`src/rtl/ds2411_responder_if.sv`:
```
// Pad and status bundle between a 1-Wire master (or bench) and the DS2411 responder.
// The responder takes the slave modport; dq_oe is the open-drain pull-down request.
interface ds2411_responder_if;
   logic        dq_in;
   logic        dq_oe;
   logic [63:0] rom_id;
   logic [7:0]  cmd_byte;
   logic        cmd_vld;
   logic        bad_cmd;
   logic        busy;

   modport master (
      output dq_in,
      output rom_id,
      input  dq_oe,
      input  cmd_byte,
      input  cmd_vld,
      input  bad_cmd,
      input  busy
   );

   modport slave (
      input  dq_in,
      input  rom_id,
      output dq_oe,
      output cmd_byte,
      output cmd_vld,
      output bad_cmd,
      output busy
   );
endinterface

```
`src/rtl/ds2411_responder.sv`:
```
// 1-Wire slave emulating a DS2411: presence on line reset, command receive, READ ROM (0x33) reply.
// Optional DS2411_CRC_CHECK_EN: suppress presence when rom_id[63:56] is not the CRC-8 of rom_id[55:0].
module ds2411_responder #(
   parameter int unsigned CLK_MHZ      = 100,
   parameter int unsigned RESET_MIN_US = 480,
   parameter int unsigned PRES_WAIT_US = 30,
   parameter int unsigned PRES_US      = 120,
   parameter int unsigned SAMPLE_US    = 30,
   parameter int unsigned HOLD0_US     = 45
) (
   input logic               clk_i,
   input logic               reset_ni,
   ds2411_responder_if.slave bus_io
);

   localparam int unsigned PW = (CLK_MHZ > 1) ? $clog2(CLK_MHZ) : 1;
   localparam int unsigned LW = $clog2(RESET_MIN_US + 1);
   localparam int unsigned TW = 10;
   localparam logic [7:0]  ReadRomCmd = 8'h33;

   typedef enum logic [2:0] {
      StIdle,
      StPresWait,
      StPres,
      StCmdRx,
      StRomTx
   } state_e;

   state_e        state_q;
   logic          dq_meta_q, dq_s_q, dq_prev_q;
   logic [PW-1:0] pre_q;
   logic [TW-1:0] tmr_q;
   logic [LW-1:0] low_us_q;
   logic          arm_q;
   logic          slot_open_q;
   logic [5:0]    bit_idx_q;
   logic [7:0]    shift_q;
   logic          dq_oe_q;
   logic [7:0]    cmd_byte_q;
   logic          cmd_vld_q;
   logic          bad_cmd_q;
   logic          busy_q;

   logic          dq_fall, dq_rise, us_tick, slot_fall, line_rst, rom_bit;
   logic [7:0]    shift_nxt;

`ifdef DS2411_CRC_CHECK_EN
   logic crc_ok_q;
   logic crc_ok;

   // CRC-8 Maxim (reflected poly 0x8C), data consumed LSB first.
   function automatic logic [7:0] crc8_maxim(input logic [55:0] data);
      logic [7:0] crc;
      crc = 8'h00;
      for (int i = 0; i < 56; i++) begin
         if (crc[0] ^ data[i]) crc = (crc >> 1) ^ 8'h8C;
         else                  crc = crc >> 1;
      end
      return crc;
   endfunction

   assign crc_ok = (crc8_maxim(bus_io.rom_id[55:0]) == bus_io.rom_id[63:56]);
`endif

   assign dq_fall   = dq_prev_q & ~dq_s_q;
   assign dq_rise   = ~dq_prev_q & dq_s_q;
   assign us_tick   = (pre_q == PW'(CLK_MHZ - 1));
   // Our own pull-down also produces a falling edge; only master-driven edges open slots.
   assign slot_fall = dq_fall & arm_q & ~dq_oe_q;
   assign line_rst  = dq_rise & (low_us_q >= LW'(RESET_MIN_US));
   assign rom_bit   = bus_io.rom_id[bit_idx_q];
   assign shift_nxt = {dq_s_q, shift_q[7:1]};

   always_ff @(posedge clk_i or negedge reset_ni) begin
      if (!reset_ni) begin
         state_q     <= StIdle;
         dq_meta_q   <= 1'b1;
         dq_s_q      <= 1'b1;
         dq_prev_q   <= 1'b1;
         pre_q       <= '0;
         tmr_q       <= '0;
         low_us_q    <= '0;
         arm_q       <= 1'b1;
         slot_open_q <= 1'b0;
         bit_idx_q   <= '0;
         shift_q     <= '0;
         dq_oe_q     <= 1'b0;
         cmd_byte_q  <= '0;
         cmd_vld_q   <= 1'b0;
         bad_cmd_q   <= 1'b0;
         busy_q      <= 1'b0;
`ifdef DS2411_CRC_CHECK_EN
         crc_ok_q    <= 1'b0;
`endif
      end else begin
         dq_meta_q <= bus_io.dq_in;
         dq_s_q    <= dq_meta_q;
         dq_prev_q <= dq_s_q;
         cmd_vld_q <= 1'b0;
         bad_cmd_q <= 1'b0;

         if (dq_fall || us_tick) pre_q <= '0;
         else                    pre_q <= pre_q + 1'b1;

         if (us_tick && (tmr_q != '1)) tmr_q <= tmr_q + 1'b1;

         if (dq_s_q) begin
            low_us_q <= '0;
         end else if (us_tick && !dq_oe_q && (low_us_q < LW'(RESET_MIN_US))) begin
            low_us_q <= low_us_q + 1'b1;
         end

         if (dq_oe_q)     arm_q <= 1'b0;
         else if (dq_s_q) arm_q <= 1'b1;

         // Line reset takes priority over anything the current state would do this cycle.
         if (line_rst) begin
            state_q     <= StPresWait;
            bit_idx_q   <= '0;
            dq_oe_q     <= 1'b0;
            slot_open_q <= 1'b0;
            tmr_q       <= '0;
            pre_q       <= '0;
`ifdef DS2411_CRC_CHECK_EN
            crc_ok_q    <= crc_ok;
`endif
         end else begin
            unique case (state_q)
               StIdle: begin
                  busy_q <= 1'b0;
               end

               StPresWait: begin
                  if (tmr_q == TW'(PRES_WAIT_US)) begin
`ifdef DS2411_CRC_CHECK_EN
                     if (crc_ok_q) begin
                        state_q <= StPres;
                        dq_oe_q <= 1'b1;
                        busy_q  <= 1'b1;
                     end else begin
                        state_q <= StIdle;
                        busy_q  <= 1'b0;
                     end
`else
                     state_q <= StPres;
                     dq_oe_q <= 1'b1;
                     busy_q  <= 1'b1;
`endif
                     tmr_q <= '0;
                     pre_q <= '0;
                  end
               end

               StPres: begin
                  if (tmr_q == TW'(PRES_US)) begin
                     dq_oe_q     <= 1'b0;
                     state_q     <= StCmdRx;
                     bit_idx_q   <= '0;
                     slot_open_q <= 1'b0;
                  end
               end

               StCmdRx: begin
                  // A new slot edge before the sample point simply restarts the slot.
                  if (slot_fall) begin
                     tmr_q       <= '0;
                     slot_open_q <= 1'b1;
                  end else if (slot_open_q && (tmr_q == TW'(SAMPLE_US))) begin
                     slot_open_q <= 1'b0;
                     shift_q     <= shift_nxt;
                     if (bit_idx_q[2:0] == 3'd7) begin
                        bit_idx_q  <= '0;
                        cmd_byte_q <= shift_nxt;
                        cmd_vld_q  <= 1'b1;
                        if (shift_nxt == ReadRomCmd) begin
                           state_q <= StRomTx;
                        end else begin
                           bad_cmd_q <= 1'b1;
                           state_q   <= StIdle;
                           busy_q    <= 1'b0;
                        end
                     end else begin
                        bit_idx_q <= bit_idx_q + 1'b1;
                     end
                  end
               end

               StRomTx: begin
                  if (slot_fall) begin
                     slot_open_q <= 1'b1;
                     tmr_q       <= '0;
                     if (!rom_bit) dq_oe_q <= 1'b1;
                  end else if (slot_open_q) begin
                     if (dq_oe_q) begin
                        if (tmr_q == TW'(HOLD0_US)) dq_oe_q <= 1'b0;
                     end else if (dq_s_q) begin
                        slot_open_q <= 1'b0;
                        if (bit_idx_q == 6'd63) begin
                           bit_idx_q <= '0;
                           state_q   <= StIdle;
                           busy_q    <= 1'b0;
                        end else begin
                           bit_idx_q <= bit_idx_q + 1'b1;
                        end
                     end
                  end
               end

               default: begin
                  state_q <= StIdle;
                  dq_oe_q <= 1'b0;
                  busy_q  <= 1'b0;
               end
            endcase
         end
      end
   end

   assign bus_io.dq_oe    = dq_oe_q;
   assign bus_io.cmd_byte = cmd_byte_q;
   assign bus_io.cmd_vld  = cmd_vld_q;
   assign bus_io.bad_cmd  = bad_cmd_q;
   assign bus_io.busy     = busy_q;

endmodule
```
`src/flat_wrapper.sv`:
```
// flat-port wrapper written by rule: the top's interface ports become plain ports
module ds2411_responder_flat 
#(
   parameter int unsigned CLK_MHZ      = 100,
   parameter int unsigned RESET_MIN_US = 480,
   parameter int unsigned PRES_WAIT_US = 30,
   parameter int unsigned PRES_US      = 120,
   parameter int unsigned SAMPLE_US    = 30,
   parameter int unsigned HOLD0_US     = 45
)
  (clk_i, reset_ni, bus_io_dq_in, bus_io_rom_id, bus_io_dq_oe, bus_io_cmd_byte, bus_io_cmd_vld, bus_io_bad_cmd, bus_io_busy);
  ds2411_responder_if bus_io_i ();
  input logic clk_i;
  input logic reset_ni;
  input wire logic [$bits(bus_io_i.dq_in)-1:0] bus_io_dq_in;
  input wire logic [$bits(bus_io_i.rom_id)-1:0] bus_io_rom_id;
  output wire logic [$bits(bus_io_i.dq_oe)-1:0] bus_io_dq_oe;
  output wire logic [$bits(bus_io_i.cmd_byte)-1:0] bus_io_cmd_byte;
  output wire logic [$bits(bus_io_i.cmd_vld)-1:0] bus_io_cmd_vld;
  output wire logic [$bits(bus_io_i.bad_cmd)-1:0] bus_io_bad_cmd;
  output wire logic [$bits(bus_io_i.busy)-1:0] bus_io_busy;
  assign bus_io_i.dq_in = bus_io_dq_in;
  assign bus_io_i.rom_id = bus_io_rom_id;
  assign bus_io_dq_oe = bus_io_i.dq_oe;
  assign bus_io_cmd_byte = bus_io_i.cmd_byte;
  assign bus_io_cmd_vld = bus_io_i.cmd_vld;
  assign bus_io_bad_cmd = bus_io_i.bad_cmd;
  assign bus_io_busy = bus_io_i.busy;
  ds2411_responder #(.CLK_MHZ(CLK_MHZ), .RESET_MIN_US(RESET_MIN_US), .PRES_WAIT_US(PRES_WAIT_US), .PRES_US(PRES_US), .SAMPLE_US(SAMPLE_US), .HOLD0_US(HOLD0_US)) u_core (.clk_i(clk_i), .reset_ni(reset_ni), .bus_io(bus_io_i));
endmodule
```
`config.mk`:
```
export PLATFORM = sky130hd
export DESIGN_NAME = ds2411_responder_flat
export DESIGN_NICKNAME = d
export VERILOG_FILES = /design/src/rtl/ds2411_responder_if.sv /design/src/rtl/ds2411_responder.sv /design/src/flat_wrapper.sv
export SDC_FILE = /design/constraint.sdc
export NUM_CORES = 1
export LEC_CHECK = 0
export ABC_AREA = 1
export CAP_MARGIN = 10
export CORE_MARGIN = 10
export CORE_UTILIZATION = 57
export DETAILED_ROUTE_END_ITERATION = 10
export PLACE_DENSITY = 0.87
export SLEW_MARGIN = 20
export SYNTH_ARGS = -nofsm -noshare
export SYNTH_HDL_FRONTEND = slang
export SYNTH_SLANG_ARGS = --single-unit
export TNS_END_PERCENT = 20
```
`constraint.sdc`:
```
create_clock -name clk_i -period 5.14 [get_ports clk_i]
set_clock_uncertainty 0.2 [all_clocks]
set_input_delay 1.028 -clock clk_i [delete_from_list [all_inputs] [get_ports clk_i]]
set_output_delay 1.028 -clock clk_i [all_outputs]
set_load 0.005 [all_outputs]
```
==> out/summary.md, run 1 <==
The flow ran to the end, and the final reports show no timing, DRC or antenna violations. TritonCTS built the clock tree. Detailed placement ended at an HPWL of 7510 microns. Net switching is 22.5% of the power. Input and output buffers added on the ports amount to 78.

The logs give 0 for the number of antenna violations at the first check in global routing and 29.1% for the worst-case headroom to the max-slew limit. At the worst endpoint, the arrival time is 3.02 ns. The shortest period the worst path allows was 3.00 ns. Global routing used 18.6% of the available tracks. The run gives 3779 as the vias after detailed routing. The filler-free cell count of the finished design is 741. Final worst hold slack: 0.153 ns. The warning count from the yosys run was 0; the number of antenna-violating nets in the routed design was 0.

Entering global routing, the biggest net connects 60 pins. The internal portion of the total power is 0.778 mW. The first global-routing pass estimated 17200 microns of wire.

The tree is rooted in a sky130_fd_sc_hd__clkbuf_8. Count of state elements after synthesis: 59. Synthesis handed over a netlist of 568 instances. In this run the critical register-to-register path is launched from u_core.bit_idx_q[0].

The first detailed-routing pass took 5 iterations. The run gives 0 as the final setup violation count. The routed via count divided by cell count was 5.10. The tools report the worst voltage drop across the vdd grid as 0.211 mV.

The launching element type of the critical path was a flop. Setup slack on the critical path of the routed design comes to 2.14 ns. In the final design database the tool counted 717 nets.

The clock network burns 39.7% of the power. The leakage power is 2.45 nW, and the summed instance area of the synthesized netlist is 4060 sq um. The number of cells on the worst reg-to-reg path is 13. Clock-pin slew was measured on the worst setup and hold paths at 0.06 ns. The worst hold path belongs to the class reg -> reg.

At the end of routability-driven placement, the weighted congestion stood at 0.937. The total setup buffers inserted after CTS was 0; the number of instances on the worst hold path was 0. The full die area came out at 10900 sq um. The critical path starts at u_core.bit_idx_q[0].

The clock sink total is 59. The signed area change from the synthesized netlist to the final layout was 24.2%. For the worst setup path, the data required time is 5.16 ns. For the number of global-route vias before repair, the log shows 3715. The final critical path takes up 58.4% of the cycle. For the final routed database, the setup TNS stands at 0 ns.

For this run, design rule violations remaining after detail routing come to 0. The number of levels the H-tree was split into is 3, and the remaining global-route overflow is 0. The count of unique library cells instantiated by Yosys was 46; the average detailed-routed wire length per instance was 13.4 microns.

Dividing the synthesized area by the synthesized cell count gives 7.14 sq um. Counting tap cells, the placed design contains a total of 726 instances. TritonCTS created 9 clock buffers. The tools report the total net switching power as 0.225 mW. The total of max-cap violations came out at 0. Wires add up to 9900 microns. For flop-to-flop paths, the worst setup slack is 2.14 ns. Counting along the longest clock path gives a buffer depth of 2. The startpoint identified for the worst hold timing path is u_core.dq_meta_q. The die boundary width is 104 microns.

Kind of end point of the critical path: a flop. Classification of the worst setup path: reg -> reg. Setup repair after global routing left no endpoint under its margin.

The total number of placement rows was 30; the count of final max-slew check failures was 0. Sequential cells account for 48.7% of the total power. In this run the worst path has a maximum fanout of 39. Cells fill 73.4% of the core in the end.

The antenna diode count was 0. The tools report the sequential fraction of the synthesis area as 36.5%. The tools report the top achievable clock speed as 333 MHz.

The net count after synthesis was 644. The detailed router finished its first iteration with 219 violations. In this run, the combinational gates consume 11.6% of the power. The power density relative to cell area works out to 199 nW/um^2. Clock network latency to the later pin of the worst-skew pair: 0.34 ns. Gates resized during post-CTS repair numbered 0.

In this run the standard cell core region covers 6870 sq um. For this design, the CTS-stage hold fixing added 0 buffers. Fraction of final layout cells with drive strength greater than 1: 11.6%. The effective utilization at floorplan is 59.1%.

The worst register-to-register path ends at u_core.bus_io.dq_oe. The hold violation count in the final report came out at 0. The endpoint with the worst hold slack is u_core.dq_s_q.

At the pin with the least slew margin, the transition time is 1.06 ns. Vertical die dimension: 104 microns. Top-level port count: 79. The worst-case setup slack after placement was 2.10 ns.
## cells by family (layout without fill, tap and decap cells)
kind of cell | Yosys count | in the layout | synth area share, %
buffers and inverters | 104 | 181 | 10.7
xor gates and xnor gates | 12 | 12 | 2.59
adders and majority gates | 9 | 9 | 2.78
and+or+nand+nor | 325 | 325 | 37.5
AOI/OAI and AO/OA | 59 | 59 | 9.93
DFF | 59 | 59 | 36.5
## stage by stage
step | instance area (sq um) | power [mW]
5_1_grt | 5040 | 1.05
4_1_cts | 5040 | 1.01
2_1_floorplan | 4060 | 0.542
3_5_place_dp | 4860 | 0.610
6_report | 5040 | 1.00
3_3_place_gp | 4860 | 0.608
## placed cells by master, fill, tap and decap left out, types with 2 or more instances in the layout
| cell | instances |
|---|---|
| sky130_fd_sc_hd__nor3_1 | 9 |
| sky130_fd_sc_hd__xor2_1 | 11 |
| sky130_fd_sc_hd__inv_1 | 79 |
| sky130_fd_sc_hd__nor2_2 | 4 |
| sky130_fd_sc_hd__clkbuf_8 | 10 |
| sky130_fd_sc_hd__clkbuf_1 | 2 |
| sky130_fd_sc_hd__a21oi_2 | 2 |
| sky130_fd_sc_hd__dfrtp_1 | 55 |
| sky130_fd_sc_hd__dfstp_2 | 4 |
| sky130_fd_sc_hd__o21a_1 | 2 |
| sky130_fd_sc_hd__a21oi_1 | 6 |
| sky130_fd_sc_hd__o31ai_1 | 2 |
| sky130_fd_sc_hd__o21ai_0 | 22 |
| sky130_fd_sc_hd__nor2_1 | 64 |
| sky130_fd_sc_hd__nand2_2 | 10 |
| sky130_fd_sc_hd__nor3b_1 | 3 |
| sky130_fd_sc_hd__clkdlybuf4s50_1 | 77 |
| sky130_fd_sc_hd__nand2_1 | 154 |
| sky130_fd_sc_hd__ha_1 | 9 |
| sky130_fd_sc_hd__o21ai_2 | 17 |
| sky130_fd_sc_hd__inv_2 | 6 |
| sky130_fd_sc_hd__nor4_1 | 2 |
| sky130_fd_sc_hd__clkinv_2 | 3 |
| sky130_fd_sc_hd__a211oi_1 | 3 |
| sky130_fd_sc_hd__nand3_1 | 56 |
| sky130_fd_sc_hd__nand3_2 | 2 |
| sky130_fd_sc_hd__nor3_2 | 3 |
| sky130_fd_sc_hd__nand3b_1 | 5 |
| sky130_fd_sc_hd__nor3_4 | 4 |
## critical path, stage by stage (launching register included)
cell and delay [ns]:
sky130_fd_sc_hd__dfrtp_1 1.04, sky130_fd_sc_hd__inv_1 0.72, sky130_fd_sc_hd__nand2_1 0.20, sky130_fd_sc_hd__nand2_1 0.07, sky130_fd_sc_hd__nand2_1 0.06, sky130_fd_sc_hd__nand3_1 0.08, sky130_fd_sc_hd__nand3_1 0.10, sky130_fd_sc_hd__nand2_1 0.06
sky130_fd_sc_hd__nor2_1 0.08, sky130_fd_sc_hd__nor2_1 0.05, sky130_fd_sc_hd__nand2_1 0.07, sky130_fd_sc_hd__nand2_1 0.05, sky130_fd_sc_hd__nand2_1 0.06, sky130_fd_sc_hd__nand2_1 0.05
## cells in the mapped netlist (all sizes together)
| library cell | n | share of area, % |
|---|---|---|
| inv | 85 | 7.9 |
| nor2 | 69 | 6.8 |
| clkbuf | 3 | 0.28 |
| o21ai | 39 | 6.4 |
| buf | 14 | 2.3 |
| nand3 | 58 | 7.4 |
| o21a | 2 | 0.37 |
| o221ai | 1 | 0.22 |
| nor3 | 16 | 3.5 |
| nand2 | 165 | 16 |
| or2 | 2 | 0.31 |
| o211ai | 1 | 0.19 |
| xor2 | 11 | 2.4 |
| o21bai | 1 | 0.19 |
| xnor2 | 1 | 0.22 |
| clkinv | 2 | 0.22 |
| nor4 | 2 | 0.31 |
| a21o | 1 | 0.19 |
| dfstp | 4 | 2.6 |
| a211oi | 3 | 0.56 |
| nor3b | 3 | 0.56 |
| ha | 9 | 2.8 |
| o22ai | 1 | 0.31 |
| nand4 | 3 | 0.99 |
| and3b | 1 | 0.22 |
| a21oi | 8 | 1.2 |
| nand3b | 6 | 1.4 |
| o31ai | 2 | 0.37 |
| dfrtp | 55 | 34 |
## per-layer routing
metal / track usage, % / vias to the layer above / share of wire (%)
li1: - / 1924 / -
met2: 31.6 / 100 / 49
met1: 22.9 / 1738 / 45
met3: 4.28 / 17 / 4.3
met4: 5.27 / 0 / 1.4
met5: 0 / - / 0
## how the worst max path moves through the flow
| stage | end | slack (ns) | depth (start not counted) |
|---|---|---|---|
| 2_1_floorplan | u_core.bus_io.dq_oe | 3.13 | 12 |
| 3_3_place_gp | u_core.bus_io.dq_oe | 2.25 | 11 |
| 3_5_place_dp | u_core.bus_io.dq_oe | 2.10 | 13 |
| 4_1_cts | u_core.bus_io.dq_oe | 2.12 | 13 |
| 5_1_grt | u_core.bus_io.dq_oe | 1.69 | 13 |
| 6_report | u_core.bus_io.dq_oe | 2.14 | 13 |
## sequential cells by signal, summed over array words and instances (netlist names)
name and cells:
u_core.bit_idx_q 6, u_core.bus_io.dq_oe 1, u_core.bus_io.cmd_byte 8, u_core.arm_q 1, u_core.bus_io.busy 1, u_core.pre_q 7
u_core.dq_prev_q 1, u_core.low_us_q 9, u_core.bus_io.bad_cmd 1, u_core.dq_s_q 1, u_core.state_q 3, u_core.slot_open_q 1
u_core.dq_meta_q 1, u_core.bus_io.cmd_vld 1, u_core.shift_q 7, u_core.tmr_q 10
## area by class of cell
type                    count  area (sq um)
flip-flops and latches     59          1480
clock inverters             3          40.0
inverters                  87           328
repair buffers             79           783
fillers                   551          1830
multi-input cells         405          2140
clock buffers              12           145
well taps                  96           120
## power by group through the flow
stage / Combinational, mW / Clock (mW) / Sequential, mW
finish: 0.117 / 0.398 / 0.488
floorplan: 0.0487 / 0 / 0.494
global route: 0.131 / 0.428 / 0.490
detailed placement: 0.114 / 0 / 0.497
CTS: 0.118 / 0.408 / 0.489
global placement: 0.112 / 0 / 0.496
No activity file was read; power rests on OpenSTA's default activity.
==> run 2, diff against run 1 <==
Settings changed: CORE_UTILIZATION 57 to 53, PLACE_DENSITY 0.87 to 0.81.
Clock period 5.14 ns to 2.85 ns, I/O delays scaled along.
==> run 2 against run 1 <==
Worst hold slack worse by 0.091 ns. Worst setup slack worse by 1.8 ns. Global-route usage up 0.15 points. Register-to-register slack worse by 1.8 ns. Sequential share of layout area down 0.32 points. Largest power group unchanged. Sequential cell count unchanged. Clock power up 92%. Fmax up 21%. Critical path depth down 6. Utilization down 3.9 points. Die area up 6.1%. Clock-buffer cell count up 1.
==> out/summary.md, run 2 (same netlist as run 1, synthesis figures left out) <==
The tools report the startpoint of the lowest-slack register-to-register path as u_core.dq_s_q. The highest fanout seen on the critical path was 16 (-59%). The number of instances resized during post-cts repair was 0 (unchanged); the shortest period the worst path allows was 2.48 ns (-0.524 ns).

The flow ran to the end, and the final reports show no timing, DRC or antenna violations. The tools report the number of hold buffers added after cts as 0 (unchanged). The setup slack of the critical path after layout came out at 0.370 ns (-1.77 ns). The logs give 31 (+3.3%) for the total number of placement rows and 69.5% (-3.9 points) for the utilization after layout.

Maximum number of pins on one net before global-route repair: 37 (-38%). The kind of end point of the critical path is a flop. The clock network latency to the later pin of the worst-skew pair was 0.34 ns (about the same). The buffer levels on the longest clock path came out at 2 (unchanged). The post-detailed-placement half-perimeter wirelength came out at 7760 microns (+3.3%). The leakage power is 2.47 nW (+1.2%), and the full die area is 11600 sq um (+6.1%). The total core area is 7330 sq um (+6.7%), and the number of antenna-violating nets in the routed design is 0 (unchanged). The total routing resource utilization after global routing is 18.8% (+0.15 points), and the flip-flop count of the largest register after layout is 10 (unchanged). The clock sink total is 59 (unchanged). The first-pass GRT wire length was 18100 microns (+4.8%); the finished layout cell area was 5100 sq um (+1.1%). Worst-case headroom to the max-slew limit: 54.7% (+26 points). The logs give 9 (unchanged) for the number of buffers added by the clock tree synthesis step and 2140 sq um (unchanged) for the area occupied by multi-input gates. Walking the worst path, the cells encountered are nand3_2 -> nand2_1 -> a21oi_2 -> nor3_2 -> nand2_1 -> nand2_1 -> o21ai_2. The logs give 733 (+0.96%) for the post-placement cell count and 582 (+5.6%) for the fill cell total of the finished layout. The final setup violation count came out at 0 (unchanged).

The remaining global-route overflow is 0 (unchanged), and the worst stage delay on the critical path is 0.67 ns (-0.37 ns). The vertical die dimension is 108 microns (+3.0%). The clock-pin slew of the registers on the worst-case setup and hold paths came out at 0.07 ns (about the same).

In the layout the commonest cells are sky130_fd_sc_hd__nand2_1, sky130_fd_sc_hd__inv_1, sky130_fd_sc_hd__clkdlybuf4s50_1. Total placed instance area: 4900 sq um (+0.95%). The min-delay analysis places its worst path in the category in -> async.

The count of final max-slew check failures is 0 (unchanged), and the accumulated negative setup slack is 0 ns (unchanged). Endpoint of the worst-slack reg-to-reg timing path: u_core.bit_idx_q[1]. The number of I/O port buffers works out to 78 (unchanged). The number of detailed-routing iterations run before antenna repair was 5 (unchanged); the setup slack of the worst register-to-register path was 0.37 ns (-1.77 ns).

Leaving out fill and tap cells, the most frequent cell in the layout is sky130_fd_sc_hd__nand2_1. The tools report the worst voltage drop across the vdd grid as 0.383 mV (+81%). The share of the clock period used by the worst path after layout was 87.0% (+29 points).

The classification of the worst setup path is reg -> reg. The top achievable clock speed came out at 403 MHz (+21%). The tools report the routability congestion estimate from global placement as 0.916 (-2.3%). The top-level port count was 79 (unchanged); the die boundary width was 108 microns (+3.0%).

The tools report the worst-case setup slack after placement as 0.477 ns (-1.62 ns). The number of antenna violations at the first check in global routing is 0 (unchanged). Root buffer selected by CTS: sky130_fd_sc_hd__clkbuf_8. The launch point of the critical path was u_core.dq_s_q.

The slowest stage of the critical path is the sky130_fd_sc_hd__dfstp_2 cell. For the number of levels the H-tree was split into, the log shows 3 (unchanged). The average detailed-routed wire length per instance works out to 13.9 microns (+4.2%). TritonCTS built the clock tree. The run gives 0 (unchanged) as the total of max-cap violations. The fraction of final layout cells with drive strength greater than 1 came out at 12.2% (+0.54 points). The cell depth of the worst flop-to-flop path was 7 (-6). The routed via count divided by cell count came out at 5.26 (+3.1%). The slew at the pin closest to its max-slew limit works out to 0.679 ns (-0.384 ns). The final worst hold slack was 0.0620 ns (-0.0910 ns).

The tools report the number of nets in the layout as 721 (+0.56%). The vias after detailed routing was 3933 (+4.1%). Setup repair after global routing left no endpoint under its margin. The area taken by flip-flops and latches was 1480 sq um (unchanged); the arrival time of the worst setup path was 2.49 ns (-0.53 ns). Relative to the synthesized area, the layout overhead comes to 25.6%.

The number of remaining DRC errors was 0 (unchanged). u_core.tmr_q holds more flip-flops than any other register. For the required arrival time at the worst endpoint, the log shows 2.86 ns (-2.30 ns). The tools report the overall power after layout as 1.85 mW (+85%). The run gives 0 (unchanged) as the hold violation count in the final report. The end of the critical path is u_core.bit_idx_q[1]. The total wirelength of the detailed-routed design was 10400 microns (+5.2%). In this design, the critical path's most frequently occurring cell is sky130_fd_sc_hd__nand2_1. The filler-free cell count of the finished design is 748 (+0.94%). The antenna diode count came out at 0 (unchanged). The total setup buffers inserted after CTS came out at 0 (unchanged).

The tools report the effective utilization at floorplan as 55.4% (-3.7 points). DRC violation total after the first TritonRoute iteration: 269 (+23%). The power density relative to cell area works out to 364 nW/um^2 (+83%).

For the number of global-route vias before repair, the log shows 3840 (+3.4%). The worst setup path is launched from a flop.
run 2: changes by cell type in the layout (fill, tap and decap cells not counted):
| cell | before | now |
|---|---|---|
| sky130_fd_sc_hd__clkinv_2 | 3 | 2 |
| sky130_fd_sc_hd__clkbuf_8 | 10 | 11 |
| sky130_fd_sc_hd__buf_4 | 1 | 4 |
| sky130_fd_sc_hd__buf_12 | 0 | 1 |
run 2: report_power, final:
part           internal (mW)  switching (mW)
registers              0.861          0.0216
logic                  0.122          0.0840
clock network          0.446           0.319
total                   1.43           0.425
run 2: area by class of cell:
type / count / share of cell area, %
Multi-Input combinational cell: 405 / 42.1
Clock inverter: 2 / 0.687
Sequential cell: 59 / 29.1
Inverter: 87 / 6.43
Clock buffer: 13 / 3.12
Timing Repair Buffer: 83 / 16.2
Tap cell: 99 / 2.43
run 2: worst min-delay path by stage:
stage	startpoint	end	slack (ns)	cells past startpoint
CTS	reset_ni	u_core.low_us_q[2]	0.08	1
finish	reset_ni	u_core.low_us_q[2]	0.06	1
global placement	u_core.dq_meta_q	u_core.dq_s_q	0.15	0
detailed placement	u_core.dq_meta_q	u_core.dq_s_q	0.15	0
global route	reset_ni	u_core.low_us_q[2]	0.11	1
floorplan	reset_ni	u_core.bit_idx_q[0]	0.07	0
run 2: metal layers:
layer  vias up  GRT usage [%]  share of wire, %
li1       1945              -                 -
met1      1830           21.8                42
met2       133           33.3                51
met3        25           3.77               5.4
met4         0           6.49               1.9
met5         -              0                 0
run 2: worst max-delay path: cells and delay by family, from the launching register on:
family,cells,cell delay (ns)
AO/OA/AOI/OAI,2,0.16
flip-flops,1,0.67
AND/OR/NAND/NOR,5,1.32
==> run 3, diff against run 2 <==
Settings changed: CORE_UTILIZATION 53 to 48, PLACE_DENSITY 0.81 to 0.78.
Clock period 2.85 ns to 2.06 ns, I/O delays scaled along.
==> run 3 against run 2 <==
Worst setup slack worse by 0.35 ns. Utilization down 1.9 points. Total power up 43%. Sequential cell count unchanged. Critical path depth up 3. Die area up 8.4%. Clock-buffer cell count down 4. Cell count up 5.3%. Worst hold slack better by 0.099 ns. Sequential power up 37%. Combinational power up 68%. First-iteration DRC count down 1.5%. Largest cell class unchanged. Largest power group unchanged.
==> out/summary.md, run 3 (same netlist as run 1, synthesis figures left out) <==
For the clock network fraction of total power, the log shows 41.1% (-0.2 points). The number of buffers added by the clock tree synthesis step is 9 (unchanged). The classification of the worst setup path was reg -> reg. The number of levels the H-tree was split into is 3 (unchanged). Setup repair after global routing could not meet its margin everywhere. Number of global-route vias before repair: 3815 (-0.65%). Most flop-heavy register: u_core.tmr_q.

The number of remaining DRC errors was 0 (unchanged); the number of I/O port buffers was 78 (unchanged). The clock sink total came out at 59 (unchanged). The fraction of final layout cells with drive strength greater than 1 was 20.1% (+7.9 points).

The kind of end point of the critical path was a flop. The total number of placement rows is 33 (+6.5%), and the shortest period the worst path allows is 2.04 ns (-0.442 ns). The run gives 1.97 mW (+37%) as the internal cell power. The final setup violation count is 0 (unchanged), and the sequential share of power is 45.8% (-1.8 points). In the layout the commonest cells are sky130_fd_sc_hd__nand2_1, sky130_fd_sc_hd__clkdlybuf4s50_1, sky130_fd_sc_hd__inv_1. The share of the clock period used by the worst path after layout came out at 98.9% (+12 points).

Leading cell type in the layout, fill and taps excluded: sky130_fd_sc_hd__nand2_1. Die boundary width: 112 microns (+4.1%). The top-level port count is 79 (unchanged). For the number of detailed-routing iterations run before antenna repair, the log shows 4 (-1).

Relative to the synthesized area, the layout overhead comes to 36.8%. For the vias after detailed routing, the log shows 4015 (+2.1%). The run finished with clean final reports. Worst-case headroom to the max-slew limit: 71.0% (+16 points).

The highest fanout seen on the critical path was 7 (-9). The clock-pin slew of the registers on the worst-case setup and hold paths came out at 0.08 ns (about the same). TritonCTS built the clock tree. The number of nets in the layout is 754 (+4.6%). The logs give 0 (unchanged) for the number of antenna violations at the first check in global routing and 2.11 ns (-0.75 ns) for the required arrival time at the worst endpoint.

The total routing resource utilization after global routing is 17.0% (-1.8 points), and the top achievable clock speed is 491 MHz (+22%). The routed via count divided by cell count was 5.10 (-3.1%). The total net switching power was 0.680 mW (+60%); the total of max-cap violations was 0 (unchanged).

The switching share of power is 25.7% (+2.8 points), and the filler-free cell count of the finished design is 788 (+5.3%). The logs give 2.08 ns (-0.41 ns) for the arrival time of the worst setup path and 0.0460 ns (-0.431 ns) for the worst-case setup slack after placement. The run gives 8220 sq um (+12%) as the total core area. The relative contribution of combinational cells to total power was 13.1% (+2.0 points). The run gives 758 (+3.4%) as the post-placement cell count. The worst voltage drop across the vdd grid came out at 0.446 mV (+16%).

The DRC violation total after the first TritonRoute iteration is 265 (-1.5%), and the setup slack of the critical path after layout is 0.0227 ns (-0.348 ns). The tools report the first-pass GRT wire length as 18100 microns (+0.34%). In this run the worst hold path is classified as reg -> reg. The clock network latency to the later pin of the worst-skew pair is 0.35 ns (about the same). The total wirelength of the detailed-routed design is 11000 microns (+5.5%), and the slew at the pin closest to its max-slew limit is 0.431 ns (-0.248 ns).

The maximum number of pins on one net before global-route repair is 37 (unchanged), and the count of final max-slew check failures is 0 (unchanged). The vertical die dimension was 112 microns (+4.1%). The flip-flop count of the largest register after layout was 10 (unchanged).

The average detailed-routed wire length per instance came out at 14.0 microns (+0.17%). The remaining global-route overflow is 0 (unchanged), and the utilization after layout is 67.6% (-1.9 points). The logs give 2 (unchanged) for the buffer levels on the longest clock path and 49.4% (-6.0 points) for the effective utilization at floorplan.

The routability congestion estimate from global placement is 0.933 (+1.8%), and the power density relative to cell area is 476 nW/um^2 (+31%). Leakage power: 2.68 nW (+8.4%). The run gives 8060 microns (+3.9%) as the post-detailed-placement half-perimeter wirelength. For the hold violation count in the final report, the log shows 0 (unchanged). Number of antenna-violating nets in the routed design: 0 (unchanged). The logs give 12500 sq um (+8.4%) for the full die area and 0 (unchanged) for the antenna diode count. The tools report the root buffer selected by CTS as sky130_fd_sc_hd__clkbuf_8. The tools report the launching element type of the critical path as a flop.
run 3: changes by cell type in the layout (fill, tap and decap cells not counted), moves of 3 or more:
cell / delta
sky130_fd_sc_hd__buf_6: +5
sky130_fd_sc_hd__nand3_1: -4
sky130_fd_sc_hd__inv_2: +4
sky130_fd_sc_hd__dfrtp_2: +3
sky130_fd_sc_hd__buf_4: +23
sky130_fd_sc_hd__nor2_4: +3
sky130_fd_sc_hd__nor2_1: -5
sky130_fd_sc_hd__nand2_1: -4
sky130_fd_sc_hd__buf_12: +3
sky130_fd_sc_hd__inv_1: -5
sky130_fd_sc_hd__dfrtp_1: -3
run 3: power by group through the flow:
stage	registers, mW	clock network (mW)	logic [mW]
2_1_floorplan	1.23	0	0.122
3_3_place_gp	1.23	0	0.309
3_5_place_dp	1.23	0	0.315
4_1_cts	1.21	1.10	0.320
5_1_grt	1.22	1.15	0.384
6_report	1.21	1.09	0.346
run 3: what timing repair did:
item	4_1_cts	5_1_grt
endpoints found under the hold margin	11	0
endpoints found under the setup margin	0	23
setup buffers	0	12
hold buffers	1	0
gates resized for setup	0	40
run 3: metal layers:
layer / vias up / wire (microns) / GRT usage (%) / part of all wire, %
li1: 2009 / - / - / -
met1: 1864 / 4890 / 21.3 / 44
met2: 119 / 5250 / 28.6 / 48
met3: 23 / 650 / 3.38 / 5.9
met4: 0 / 199 / 4.99 / 1.8
met5: - / 0 / 0 / 0
run 3: final timing paths:
check / from / cells past startpoint / endpoint / slack, ns
max in group asynchronous: reset_ni / 3 / u_core.dq_meta_q / 0.76
min in group asynchronous: reset_ni / 2 / u_core.shift_q[2] / 0.33
hold reg to reg: u_core.dq_meta_q / 0 / u_core.dq_s_q / 0.16
setup / recovery: u_core.low_us_q[6] / 10 / u_core.bit_idx_q[1] / 0.02
setup reg to reg: u_core.low_us_q[6] / 10 / u_core.bit_idx_q[1] / 0.02
hold / removal: u_core.dq_meta_q / 0 / u_core.dq_s_q / 0.16
run 3: layout make-up:
| class | instances | area [sq um] |
|---|---|---|
| Multi-Input combinational cell | 405 | 2260 |
| Sequential cell | 59 | 1490 |
| Clock buffer | 9 | 124 |
| Tap cell | 105 | 131 |
| Timing Repair Buffer | 116 | 1150 |
| Clock inverter | 7 | 76.3 |
| Fill cell | 652 | 2660 |
| Inverter | 87 | 330 |
run 3: stage by stage:
step	instance area (sq um)	hold slack (ns)	power (mW)	setup TNS, ns
floorplan	4060	-0.0836	1.35	0
global placement	5090	0.147	1.54	0
detailed placement	5090	0.150	1.55	0
CTS	5300	0.160	2.63	0
global route	5550	0.165	2.75	-0.562
finish	5550	0.161	2.65	0
run 3: critical path: stages (launching register included):
cell and delay [ns]:
sky130_fd_sc_hd__dfrtp_1 0.38, sky130_fd_sc_hd__nand2_2 0.09, sky130_fd_sc_hd__nor3_4 0.24, sky130_fd_sc_hd__nand3_4 0.15
sky130_fd_sc_hd__nand2_1 0.14, sky130_fd_sc_hd__a21oi_2 0.08, sky130_fd_sc_hd__nor3_2 0.23, sky130_fd_sc_hd__nand2_2 0.13
sky130_fd_sc_hd__buf_12 0.16, sky130_fd_sc_hd__nand2_1 0.07, sky130_fd_sc_hd__o21ai_2 0.05
